--- src/rtl/simon_pkg.sv ---
// Shared types and defaults for the Simon sequence controller.
// Consumed by simon_seq_fsm and simon_speed_ramp.
package simon_pkg;

    typedef enum logic [3:0] {
        IDLE,
        LOAD,
        SHOW_ON,
        SHOW_OFF,
        INPUT,
        CHECK,
        NEXT,
        WIN,
        LOSE
    } simon_state_e;

    localparam int N_ROUNDS_DEF         = 32;
    localparam int ROUND_W_DEF          = 6;
    localparam int SPEED_W_DEF          = 3;
    localparam int ROUNDS_PER_SPEED_DEF = 4;
    localparam int TIMEOUT_PULSES_DEF   = 8;

    // A game is in progress everywhere except the three resting states.
    function automatic logic state_busy(simon_state_e s);
        return !(s inside {IDLE, WIN, LOSE});
    endfunction

endpackage

--- src/rtl/simon_speed_ramp.sv ---
// Speed level for the flash timer: steps up once every ROUNDS_PER_SPEED
// rounds and saturates at its all-ones value.
module simon_speed_ramp
    import simon_pkg::*;
#(
    parameter int SPEED_W          = SPEED_W_DEF,
    parameter int ROUNDS_PER_SPEED = ROUNDS_PER_SPEED_DEF
) (
    input  logic               clk,
    input  logic               rst_n,
    input  logic               clr,
    input  logic               inc_round,
    output logic [SPEED_W-1:0] speed
);

    localparam int CW = (ROUNDS_PER_SPEED > 1) ? $clog2(ROUNDS_PER_SPEED) : 1;
    localparam logic [CW-1:0] CNT_LAST = CW'(ROUNDS_PER_SPEED - 1);
    // A cleared game starts at round 1, so the phase starts at 1 mod period.
    localparam logic [CW-1:0] CNT_INIT = CW'(1 % ROUNDS_PER_SPEED);
    localparam logic [SPEED_W-1:0] SPD_MAX = '1;

    logic [CW-1:0]      cnt_q, cnt_d;
    logic [SPEED_W-1:0] speed_q, speed_d;

    // Track round number modulo the period and bump speed on wrap.
    always_comb begin
        cnt_d   = cnt_q;
        speed_d = speed_q;
        if (clr) begin
            cnt_d   = CNT_INIT;
            speed_d = '0;
        end else if (inc_round) begin
            if (cnt_q == CNT_LAST) begin
                cnt_d = '0;
                if (speed_q != SPD_MAX) begin
                    speed_d = speed_q + SPEED_W'(1);
                end
            end else begin
                cnt_d = cnt_q + CW'(1);
            end
        end
    end

    // Phase counter and speed registers.
    always_ff @(posedge clk or negedge rst_n) begin
        if (!rst_n) begin
            cnt_q   <= '0;
            speed_q <= '0;
        end else begin
            cnt_q   <= cnt_d;
            speed_q <= speed_d;
        end
    end

    assign speed = speed_q;

endmodule

--- src/rtl/simon_seq_fsm.sv ---
// Simon game sequencer: show the colour sequence, collect presses, judge.
// Optional macro SIMON_TIMEOUT_EN adds an INPUT-phase pulse timeout.
module simon_seq_fsm
    import simon_pkg::*;
#(
    parameter int N_ROUNDS         = N_ROUNDS_DEF,
    parameter int ROUND_W          = ROUND_W_DEF,
    parameter int SPEED_W          = SPEED_W_DEF,
    parameter int ROUNDS_PER_SPEED = ROUNDS_PER_SPEED_DEF
`ifdef SIMON_TIMEOUT_EN
    ,
    parameter int TIMEOUT_PULSES   = TIMEOUT_PULSES_DEF
`endif
) (
    input  logic               clk,
    input  logic               rst_n,
    input  logic               start_btn,
    input  logic               btn_valid,
    input  logic               result,
    input  logic               pulse,
    output logic               start,
    output logic               load_colour,
    output logic               load_speed,
    output logic               rst_seedgen,
    output logic               flash_clk,
    output logic [ROUND_W-1:0] check_round,
    output logic [ROUND_W-1:0] step_idx,
    output logic [SPEED_W-1:0] speed,
    output logic               win,
    output logic               lose,
    output logic               busy
);

    localparam logic [ROUND_W-1:0] R_ONE  = ROUND_W'(1);
    localparam logic [ROUND_W-1:0] R_LAST = ROUND_W'(N_ROUNDS);

    simon_state_e       state_q, state_d;
    logic [ROUND_W-1:0] round_q, round_d;
    logic [ROUND_W-1:0] step_q, step_d;
    logic               last_step;

    logic start_q, start_d;
    logic load_q, load_d;
    logic flash_q, flash_d;
    logic seed_q, seed_d;
    logic win_q, win_d;
    logic lose_q, lose_d;
    logic busy_q, busy_d;

    logic ramp_clr;
    logic ramp_inc;

`ifdef SIMON_TIMEOUT_EN
    localparam int TW = $clog2(TIMEOUT_PULSES + 1);
    localparam logic [TW-1:0] TO_LAST = TW'(TIMEOUT_PULSES - 1);
    logic [TW-1:0] to_q, to_d;
`endif

    assign last_step = (step_q == round_q - R_ONE);
    assign ramp_clr  = (state_q == IDLE) && start_btn;
    assign ramp_inc  = (state_q == NEXT);

    simon_speed_ramp #(
        .SPEED_W          (SPEED_W),
        .ROUNDS_PER_SPEED (ROUNDS_PER_SPEED)
    ) u_ramp (
        .clk       (clk),
        .rst_n     (rst_n),
        .clr       (ramp_clr),
        .inc_round (ramp_inc),
        .speed     (speed)
    );

    // State, counters and registered outputs.
    always_ff @(posedge clk or negedge rst_n) begin
        if (!rst_n) begin
            state_q <= IDLE;
            round_q <= '0;
            step_q  <= '0;
            start_q <= 1'b0;
            load_q  <= 1'b0;
            flash_q <= 1'b0;
            seed_q  <= 1'b1;
            win_q   <= 1'b0;
            lose_q  <= 1'b0;
            busy_q  <= 1'b0;
`ifdef SIMON_TIMEOUT_EN
            to_q    <= '0;
`endif
        end else begin
            state_q <= state_d;
            round_q <= round_d;
            step_q  <= step_d;
            start_q <= start_d;
            load_q  <= load_d;
            flash_q <= flash_d;
            seed_q  <= seed_d;
            win_q   <= win_d;
            lose_q  <= lose_d;
            busy_q  <= busy_d;
`ifdef SIMON_TIMEOUT_EN
            to_q    <= to_d;
`endif
        end
    end

    // Next state and counter updates.
    always_comb begin
        state_d = state_q;
        round_d = round_q;
        step_d  = step_q;
`ifdef SIMON_TIMEOUT_EN
        to_d    = to_q;
`endif
        unique case (state_q)
            IDLE: begin
                if (start_btn) begin
                    state_d = LOAD;
                    round_d = R_ONE;
                    step_d  = '0;
                end
            end
            LOAD: state_d = SHOW_ON;
            SHOW_ON: begin
                if (pulse) state_d = SHOW_OFF;
            end
            SHOW_OFF: begin
                if (pulse) begin
                    if (last_step) begin
                        step_d  = '0;
                        state_d = INPUT;
`ifdef SIMON_TIMEOUT_EN
                        to_d    = '0;
`endif
                    end else begin
                        step_d  = step_q + R_ONE;
                        state_d = LOAD;
                    end
                end
            end
            INPUT: begin
                // A press beats a simultaneous timer tick.
                if (btn_valid) begin
                    state_d = CHECK;
`ifdef SIMON_TIMEOUT_EN
                    to_d    = '0;
                end else if (pulse) begin
                    if (to_q == TO_LAST) begin
                        state_d = LOSE;
                    end else begin
                        to_d = to_q + TW'(1);
                    end
`endif
                end
            end
            CHECK: begin
                if (!result) begin
                    state_d = LOSE;
                end else if (!last_step) begin
                    step_d  = step_q + R_ONE;
                    state_d = INPUT;
                end else if (round_q == R_LAST) begin
                    state_d = WIN;
                end else begin
                    state_d = NEXT;
                end
            end
            NEXT: begin
                round_d = round_q + R_ONE;
                step_d  = '0;
                state_d = LOAD;
            end
            WIN, LOSE: begin
                if (start_btn) state_d = IDLE;
            end
            default: state_d = IDLE;
        endcase
    end

    // Outputs decoded from the state being entered.
    always_comb begin
        start_d = (state_q == IDLE) && (state_d == LOAD);
        load_d  = (state_d == LOAD);
        flash_d = (state_d == SHOW_ON);
        seed_d  = (state_d == IDLE);
        win_d   = (state_d == WIN);
        lose_d  = (state_d == LOSE);
        busy_d  = state_busy(state_d);
    end

    assign start       = start_q;
    assign load_colour = load_q;
    assign load_speed  = load_q;
    assign rst_seedgen = seed_q;
    assign flash_clk   = flash_q;
    assign check_round = round_q;
    assign step_idx    = step_q;
    assign win         = win_q;
    assign lose        = lose_q;
    assign busy        = busy_q;

endmodule

--- config.mk ---
export PLATFORM = sky130hd
export DESIGN_NAME = simon_seq_fsm
export DESIGN_NICKNAME = d
export VERILOG_FILES = /design/src/rtl/simon_pkg.sv /design/src/rtl/simon_speed_ramp.sv /design/src/rtl/simon_seq_fsm.sv
export SDC_FILE = /design/constraint.sdc
export NUM_CORES = 1
export LEC_CHECK = 0
export CORE_ASPECT_RATIO = 0.8
export CORE_MARGIN = 3
export CORE_UTILIZATION = 45
export CTS_CLUSTER_SIZE = 14
export DETAILED_ROUTE_END_ITERATION = 10
export PLACE_DENSITY = 0.69
export SLEW_MARGIN = 25
export SYNTH_ARGS = -nofsm -noshare
export SYNTH_HDL_FRONTEND = slang
export SYNTH_SLANG_ARGS = --single-unit
--- constraint.sdc ---
create_clock -name clk -period 3.8 [get_ports clk]
set_input_delay 0.95 -clock clk [delete_from_list [all_inputs] [get_ports clk]]
set_output_delay 0.95 -clock clk [all_outputs]
set_load 0.1 [all_outputs]
==> metrics.txt, run 1 <==
final setup fails=0; crit path to=step_idx[3]; overall die width=75.56 um; fmax=0.3477 GHz; largest net degree at the start of global routing=29; FF+latch count, synth=28; initial antenna violation count=0; status=finished, final reports clean; max cap viols=0; Static Leak=0.9019 nW; Nets=215; clock power share=13.9%; Crit. End Element=primary output; PortBufs=28; CP delay by family, top=buffers and inverters; Syn Nets=roughly 190; Die Y=a little over 60 um; cts hold-fix bufs=0; simple-gate area share of the yosys netlist=23.35%; I/O pins=29; Final Skew=0.001459 ns; fillers=322; gr usage total=17.87%; Pins Over Slew Limit=0; Crit path depth=1; antenna-violating nets left=0; Synth Area in Adders=approximately 4.3%; Mapped Cells=approximately 180; routability cong.=slightly above 0.9; NetSw=0.8730 mW; Primary FF master, synth=dfrtp_1; CP max stage delay=~1.2 ns; Area Overhead vs Synth=18.32%; P_int=slightly above 0.8 mW; DR vias=between 1k and 1.5k; post-CTS setup buffer count=0; Max H-tree Level=1; hold crit path type=reg2reg; minimum clock period=about 2.9 ns; combinational power share=approximately three fifths; most common cell after layout, fill and taps aside=dfrtp_1; synth top area cells=dfrtp_1 (39%), ha_1 (4.3%), o21ai_0 (3.7%), nor2_1 (3.7%), nand2_1 (3.0%); Net Sw Frac=51.38%; Starting Density=48.84%; post_cts resized=0; Critical Path AT=1.93 ns; largest family of logic cells by synthesized area=simple AND/OR/NAND/NOR gates; data required time of the critical path=2.85 ns; CP bufs+invs=1; first-pass GRT wire length=6.417 mm; final setup TNS=0 ns; routed vias/inst=5.734; drt pass-1 iters=4; routed len/inst=approximately 15 um; sequential power share=28.0%; die area=4658 um^2; Avg Inst Size Synth=9.730 um^2; CTS tree=built; number of flops mapped to enable cells by yosys=0; total CTS buffers=3; r2r worst-path depth=8; HPWL Detailed=between 2 and 3 mm; First DRT Iteration DRCs=43; post-synth top area share=38.79%; total wire length=3.735 mm; mux cell area share after synthesis=under 10%; CTS sink count=28; clk slew on worst S/H paths=0.10 ns; Setup CP Type=reg2out; CORE AREA=3566 um^2; Seq/Total Area, Yosys=40.30%; relative slew slack=34.37%; DRC viols=0; post-synth top area cell=dfrtp_1; FF-to-FF Start=check_round[0]; Ys Warns=0; antenna cells=0; Worst-Skew Late Latency=about 0.27 ns; worst r2r dst=busy; num rows=19; Max clock buf depth=2; R2R setup slack=1.20 ns; Worst Setup Start Kind=register; crit path cell chain=clkdlybuf4s50_1; Synth Area in Compound Gates=19.47%; Root Buffer=clkbuf_8; maximum vdd drop=slightly below 0.0007 V; Final Cycle Share=75.69%; Slew @ Worst Pin=0.9813 ns; commonest cells after routing, fill and taps aside=dfrtp_1 (27), clkdlybuf4s50_1 (20), nor2_1 (17); slowest CP cell=clkdlybuf4s50_1; Tot Pwr=1.699 mW; RSZ-0062 raised after global routing=no; Congestion Overflow GR=0; xor and xnor area share after synthesis=approximately 4.5%; share of post-route cells with drive strength above 1=about an eighth; critical path launch point=step_idx[3]; Post-Syn Area=1742 um^2; ys async rst share=100.0%; vias in the first global route=1315; Hold Fails Final Rpt=0; CP Max Fanout=6; Unique masters post-synth=52; Power Density=824.5 nW/um^2
state kept, by name, summed over array words and instances (netlist names):
register      cells
check_round       6
step_idx          6
state_q           4
u_ramp.speed      3
u_ramp.cnt_q      2
busy              1
flash_clk         1
load_colour       1
lose              1
rst_seedgen       1
start             1
win               1
how the worst min path moves through the flow:
stage | startpoint | end | cells after the start
after floorplan | u_ramp.cnt_q[0] | u_ramp.cnt_q[0] | 1
after global placement | u_ramp.cnt_q[0] | u_ramp.cnt_q[0] | 1
after detailed placement | u_ramp.cnt_q[1] | u_ramp.cnt_q[1] | 2
after CTS | u_ramp.cnt_q[1] | u_ramp.cnt_q[1] | 2
after global routing | u_ramp.cnt_q[1] | u_ramp.cnt_q[1] | 2
final | u_ramp.cnt_q[1] | u_ramp.cnt_q[1] | 2
metrics by stage:
| step | instance area (um^2) | setup WS, ns | hold slack, ns | instances | utilization, % |
|---|---|---|---|---|---|
| 2_1_floorplan | 1742 | 0.7139 | 0.4899 | 179 | - |
| 3_3_place_gp | 1989 | 0.8640 | 0.5004 | 240 | 55.79 |
| 3_5_place_dp | 1989 | 0.7619 | 0.5303 | 240 | 55.79 |
| 4_1_cts | 2061 | 0.9216 | 0.5459 | 244 | 57.79 |
| 5_1_grt | 2061 | 0.8692 | 0.5756 | 244 | 57.79 |
| 6_report | 2061 | 0.9237 | 0.5435 | 244 | 57.79 |
logic make-up after synthesis:
kind of cell | count (synthesis)
mux | 3
buf+inv | 19
simple gates | 72
flops | 28
fa+ha+maj | 6
xor+xnor | 9
compound gates | 42
cell usage after synthesis (all sizes together) (2+ instances only):
cell	instances
o22ai	2
inv	8
nand3	8
nand3b	3
dfrtp	27
o211a	3
ha	6
nor3	4
nand2	14
xor2	4
nand2b	2
buf	6
a21oi	10
clkbuf	5
or3	6
o21ai	13
nor2	17
o41ai	2
or2	2
mux2i	3
nor4	2
xnor2	5
and3	3
o31ai	2
a221oi	2
nand4	3
power groups by stage:
| stage | clock network (mW) | logic [mW] | registers (mW) |
|---|---|---|---|
| after floorplan | 0 | 0.590 | 0.700 |
| after global placement | 0 | 0.974 | 0.475 |
| after detailed placement | 0 | 0.989 | 0.481 |
| after CTS | 0.242 | 0.993 | 0.475 |
| after global routing | 0.253 | 1.07 | 0.493 |
| final | 0.236 | 0.987 | 0.476 |
final cells by class:
type                       instances  area [um^2]  area share [%]
tap                               42        52.55           2.550
sequential                        28        701.9           34.06
multi-input combinational        132        929.6           45.11
clock inverter                     1        30.03           1.457
inverter                           8        30.03           1.457
clock buffer                       3        41.29           2.004
timing repair buffer              30        275.3           13.36
routing by layer:
| metal | vias up | share of wire [%] | track usage, % |
|---|---|---|---|
| met5 | - | 0 | 0 |
| met3 | 4 | 5.1 | 4.241 |
| met2 | 40 | 47 | 28.66 |
| li1 | 692 | - | - |
| met4 | 0 | 0.94 | 3.491 |
| met1 | 663 | 47 | 24.87 |
No activity file was read; power rests on OpenSTA's default activity.
==> run 2: changes to the inputs <==
==> constraint.sdc (replaced) <==
create_clock -name clk -period 2.89 [get_ports clk]
set_input_delay 0.7225 -clock clk [delete_from_list [all_inputs] [get_ports clk]]
set_output_delay 0.7225 -clock clk [all_outputs]
set_load 0.1 [all_outputs]
==> run 2 against run 1 <==
Net effect:
- non-clock buffer count grew 2
- flip-flop and latch count unchanged
- worst hold slack got worse by 0.0064 ns
- die area unchanged
- largest cell class unchanged
- largest power group unchanged
- highest routed layer unchanged
==> metrics.txt, run 2 (synthesis results as in run 1) <==
Worst Setup Start Kind=input port; Net Sw Frac=51.69%; clock power share=13.8%; cts hold-fix bufs=0; antenna-violating nets left=0; post-CTS setup buffer count=0; Static Leak=0.9373 nW; fmax=0.4016 GHz; initial antenna violation count=0; hold crit path type=reg2reg; most common cell after layout, fill and taps aside=buf_4; pre-CTS WS=0.09932 ns; I/O pins=29; FF-to-FF Start=check_round[0]; Crit. End Element=register; minimum clock period=about 2.5 ns; crit path cell chain=clkdlybuf4s50_1 > inv_1 > or3_1 > a311oi_2 > o41ai_4 > or3_1 > a21oi_1; first-pass GRT wire length=6.396 mm; data required time of the critical path=3.10 ns; largest net degree at the start of global routing=29; final setup TNS=0 ns; Hold Fails Final Rpt=0; antenna cells=0; hold path start=u_ramp.cnt_q[1]; Root Buffer=clkbuf_8; Top cell by count, worst path=or3_1; Power Density=1105 nW/um^2; routed len/inst=~15 um; Pins Over Slew Limit=0; combinational power share=58.9%; sequential power share=between 20% and 30%; max cap viols=0; Starting Density=approximately 50%; Nets=217; overall die width=75.56 um; critical path launch point=result; First DRT Iteration DRCs=85; Final Skew=0.006565 ns; area of the multi-input gates=929.6 um^2; PortBufs=28; fillers=315; DR vias=1410; Worst-Skew Late Latency=0.28 ns; Sequential Area=704.4 um^2; CP Max Fanout=10; NetSw=1.166 mW; CTS sink count=28; RSZ-0062 raised after global routing=no; worst hold margin=0.5371 ns; Area Overhead vs Synth=17.17%; Slew @ Worst Pin=~0.5 ns; Max clock buf depth=2; relative slew slack=66.99%; die area=approximately 4700 um^2; CP max stage delay=0.48 ns; CORE AREA=3566 um^2; final setup fails=0; routability cong.=0.8608; worst setup margin=0.4000 ns; Max H-tree Level=1; slowest CP cell=clkdlybuf4s50_1; num rows=19; Critical Path AT=between 2 and 3 ns; gr usage total=17.98%; CP bufs+invs=2; total CTS buffers=3; vias in the first global route=1354; P_int=about 1.1 mW; HPWL Detailed=2.808 mm; maximum vdd drop=0.0006706 V; total wire length=3.759 mm; post_cts resized=0; final core utilization=57.23%; routed vias/inst=5.732; clk slew on worst S/H paths=0.10 ns; Setup CP Type=in2reg; Die Y=61.65 um; drt pass-1 iters=4; CP delay by family, top=compound AO/OA/AOI/OAI gates; DRC viols=0; status=finished, final reports clean; Congestion Overflow GR=0; Final Cycle Share=about 86%; CTS tree=built; share of post-route cells with drive strength above 1=22.06%; commonest cells after routing, fill and taps aside=buf_4 (27), dfrtp_1 (25), nor2_1 (17)
run 2: routing by layer:
metal | global-route usage (%) | vias to the layer above | share of wire (%)
met2 | 29.77 | 40 | 47
met1 | 24.80 | 670 | 47
met4 | 3.491 | 0 | 0.48
li1 | - | 698 | -
met3 | 3.426 | 2 | 4.6
met5 | 0 | - | 0
run 2: final timing paths:
path / to / slack, ns / cells after the start
min in group asynchronous: state_q[1] / 0.82 / 2
max reg2reg: busy / 0.40 / 8
max in group asynchronous: rst_seedgen / 1.76 / 2
max: step_idx[5] / 0.40 / 7
min reg2reg: u_ramp.cnt_q[1] / 0.54 / 2
min: u_ramp.cnt_q[1] / 0.54 / 2
run 2: layout make-up:
class                   instances  share of cell area, %
multi-input cells             132                  45.55
inverters                       8                  1.471
clock inverters                 1                  1.471
clock buffers                   3                  2.023
well taps                      42                  2.575
flip-flops and latches         28                  34.52
repair buffers                 32                  12.39
run 2: through the flow:
step	power [mW]	instance area, um^2	std cells
after floorplan	1.698	1744	179
after global placement	1.917	1969	242
after detailed placement	1.951	1969	242
after CTS	2.271	2041	246
after global routing	2.397	2041	246
final	2.256	2041	246
run 2: power by group through the flow:
| stage | Sequential, mW | Combinational, mW | Clock [mW] |
|---|---|---|---|
| floorplan | 0.923 | 0.775 | 0 |
| global placement | 0.617 | 1.30 | 0 |
| detailed placement | 0.623 | 1.33 | 0 |
| CTS | 0.617 | 1.33 | 0.320 |
| global route | 0.636 | 1.43 | 0.332 |
| finish | 0.616 | 1.33 | 0.312 |
run 2: worst register-to-register path: cells and delay by family (launching register included):
| kind | cells | cell delay, ns |
|---|---|---|
| AO/OA/AOI/OAI | 4 | 0.99 |
| adder cells (fa/ha/maj) | 1 | 0.27 |
| buffers and inverters | 1 | 0.08 |
| flip-flops | 1 | 0.48 |
| multiplexers | 1 | 0.23 |
| AND/OR/NAND/NOR | 1 | 0.35 |
==> run 3: changes to the inputs <==
==> constraint.sdc (replaced) <==
create_clock -name clk -period 2.89 [get_ports clk]
set_input_delay 0.7225 -clock clk [delete_from_list [all_inputs] [get_ports clk]]
set_output_delay 0.7225 -clock clk [all_outputs]
set_load 0.005 [all_outputs]
==> run 3 against run 2 <==
Net effect:
- sequential power down 2%
- largest power group unchanged
- via count up 2.7%
- sequential share of layout area shrank 1.3 points
- design area rose by 3.4%
- clock power shrank 2%
==> metrics.txt, run 3 (synthesis results as in run 1) <==
Final Cycle Share=about 89%; commonest cells after routing, fill and taps aside=clkdlybuf4s50_1 (28), dfrtp_1 (27), nor2_1 (17); Root Buffer=clkbuf_8; status=finished, final reports clean; gr usage total=between 10% and 20%; most common cell after layout, fill and taps aside=clkdlybuf4s50_1; initial antenna violation count=0; Max H-tree Level=1; CORE AREA=3566 um^2; share of post-route cells with drive strength above 1=10.68%; routed len/inst=15.06 um; Pins Over Slew Limit=0; drt pass-1 iters=4; CP Max Fanout=6; hold crit path type=reg2reg; DRC viols=0; Worst-Skew Late Latency=roughly 0.27 ns; antenna-violating nets left=0; relative slew slack=67.61%; maximum vdd drop=around 0.00049 V; fmax=0.3901 GHz; Area Overhead vs Synth=21.19%; Final Skew=0.003336 ns; routability cong.=0.8814; Starting Density=48.84%; First DRT Iteration DRCs=53; fillers=296; routed vias/inst=approximately 6; Worst Setup Start Kind=register; Critical Path AT=around 2.8 ns; Static Leak=around 0.91 nW; first-pass GRT wire length=around 6.6 mm; Slew @ Worst Pin=about 0.48 ns; antenna cells=0; vias in the first global route=1443; Setup CP Type=reg2reg; CTS sink count=28; final instance area=2111 um^2; Nets=219; CTS tree=built; largest net degree at the start of global routing=29; Hold Fails Final Rpt=0; final setup fails=0; max cap viols=0; final setup TNS=0 ns; Crit. End Element=register; num rows=19; post-CTS setup buffer count=0; clk slew on worst S/H paths=around 0.09 ns; Power Density=874.7 nW/um^2; Die Y=61.65 um; total wire length=3.734 mm; data required time of the critical path=3.09 ns; RSZ-0062 raised after global routing=no; cts hold-fix bufs=0; Max clock buf depth=2; total CTS buffers=3; Placed Area=2039 um^2; PortBufs=28; overall die width=75.56 um; DR vias=1448; HPWL Detailed=2.788 mm; Congestion Overflow GR=0; die area=4658 um^2; post_cts resized=0; minimum clock period=2.563 ns; I/O pins=29
run 3: path summary, 6_finish.rpt:
path | cells after the start | end | slack, ns | from
setup / recovery | 8 | busy | 0.33 | check_round[1]
hold / removal | 1 | u_ramp.cnt_q[0] | 0.54 | u_ramp.cnt_q[0]
setup reg to reg | 8 | busy | 0.33 | check_round[1]
hold reg to reg | 1 | u_ramp.cnt_q[0] | 0.54 | u_ramp.cnt_q[0]
max in group asynchronous | 2 | rst_seedgen | 1.76 | rst_n
min in group asynchronous | 2 | state_q[3] | 0.83 | rst_n
run 3: routing by layer:
metal	track usage, %	vias up	wire (um)
met1	24.52	707	1694
met4	4.489	0	36
li1	-	700	-
met3	4.078	4	173
met2	29.89	37	1829
met5	0	-	0
run 3: final cells by class:
type / count / area (um^2) / share of cell area, %
Timing Repair Buffer: 34 / 325.3 / 15.41
Tap cell: 42 / 52.55 / 2.490
Clock inverter: 1 / 30.03 / 1.423
Clock buffer: 3 / 41.29 / 1.956
Inverter: 8 / 30.03 / 1.423
Multi-Input combinational cell: 132 / 929.6 / 44.04
Sequential cell: 28 / 701.9 / 33.25
run 3: per-stage QoR:
stage | setup WS, ns | cells | hold WS, ns | total power, mW | util, %
finish | 0.3267 | 248 | 0.5425 | 1.846 | 59.19
global route | 0.1824 | 248 | 0.5799 | 1.984 | 59.19
floorplan | 0.5003 | 179 | 0.4269 | 1.289 | -
CTS | 0.3359 | 248 | 0.5397 | 1.856 | 59.19
global placement | 0.1789 | 244 | 0.5011 | 1.520 | 57.19
detailed placement | 0.1024 | 244 | 0.5178 | 1.543 | 57.19
run 3: where the power goes:
| group | total, mW | internal [mW] | leakage (nW) | switching [mW] |
|---|---|---|---|---|
| Combinational | 0.939 | 0.451 | 0.506 | 0.488 |
| Clock | 0.306 | 0.185 | 0.0357 | 0.120 |
| Sequential | 0.601 | 0.478 | 0.366 | 0.124 |
run 3: worst max-delay path: stages, from the launching register on:
cell	delay [ns]
dfrtp_1	0.50
inv_1	0.11
ha_1	0.27
o21ba_1	0.22
a221oi_2	0.30
a41oi_2	0.13
or2_4	0.34
o311ai_4	0.39
mux2i_1	0.22
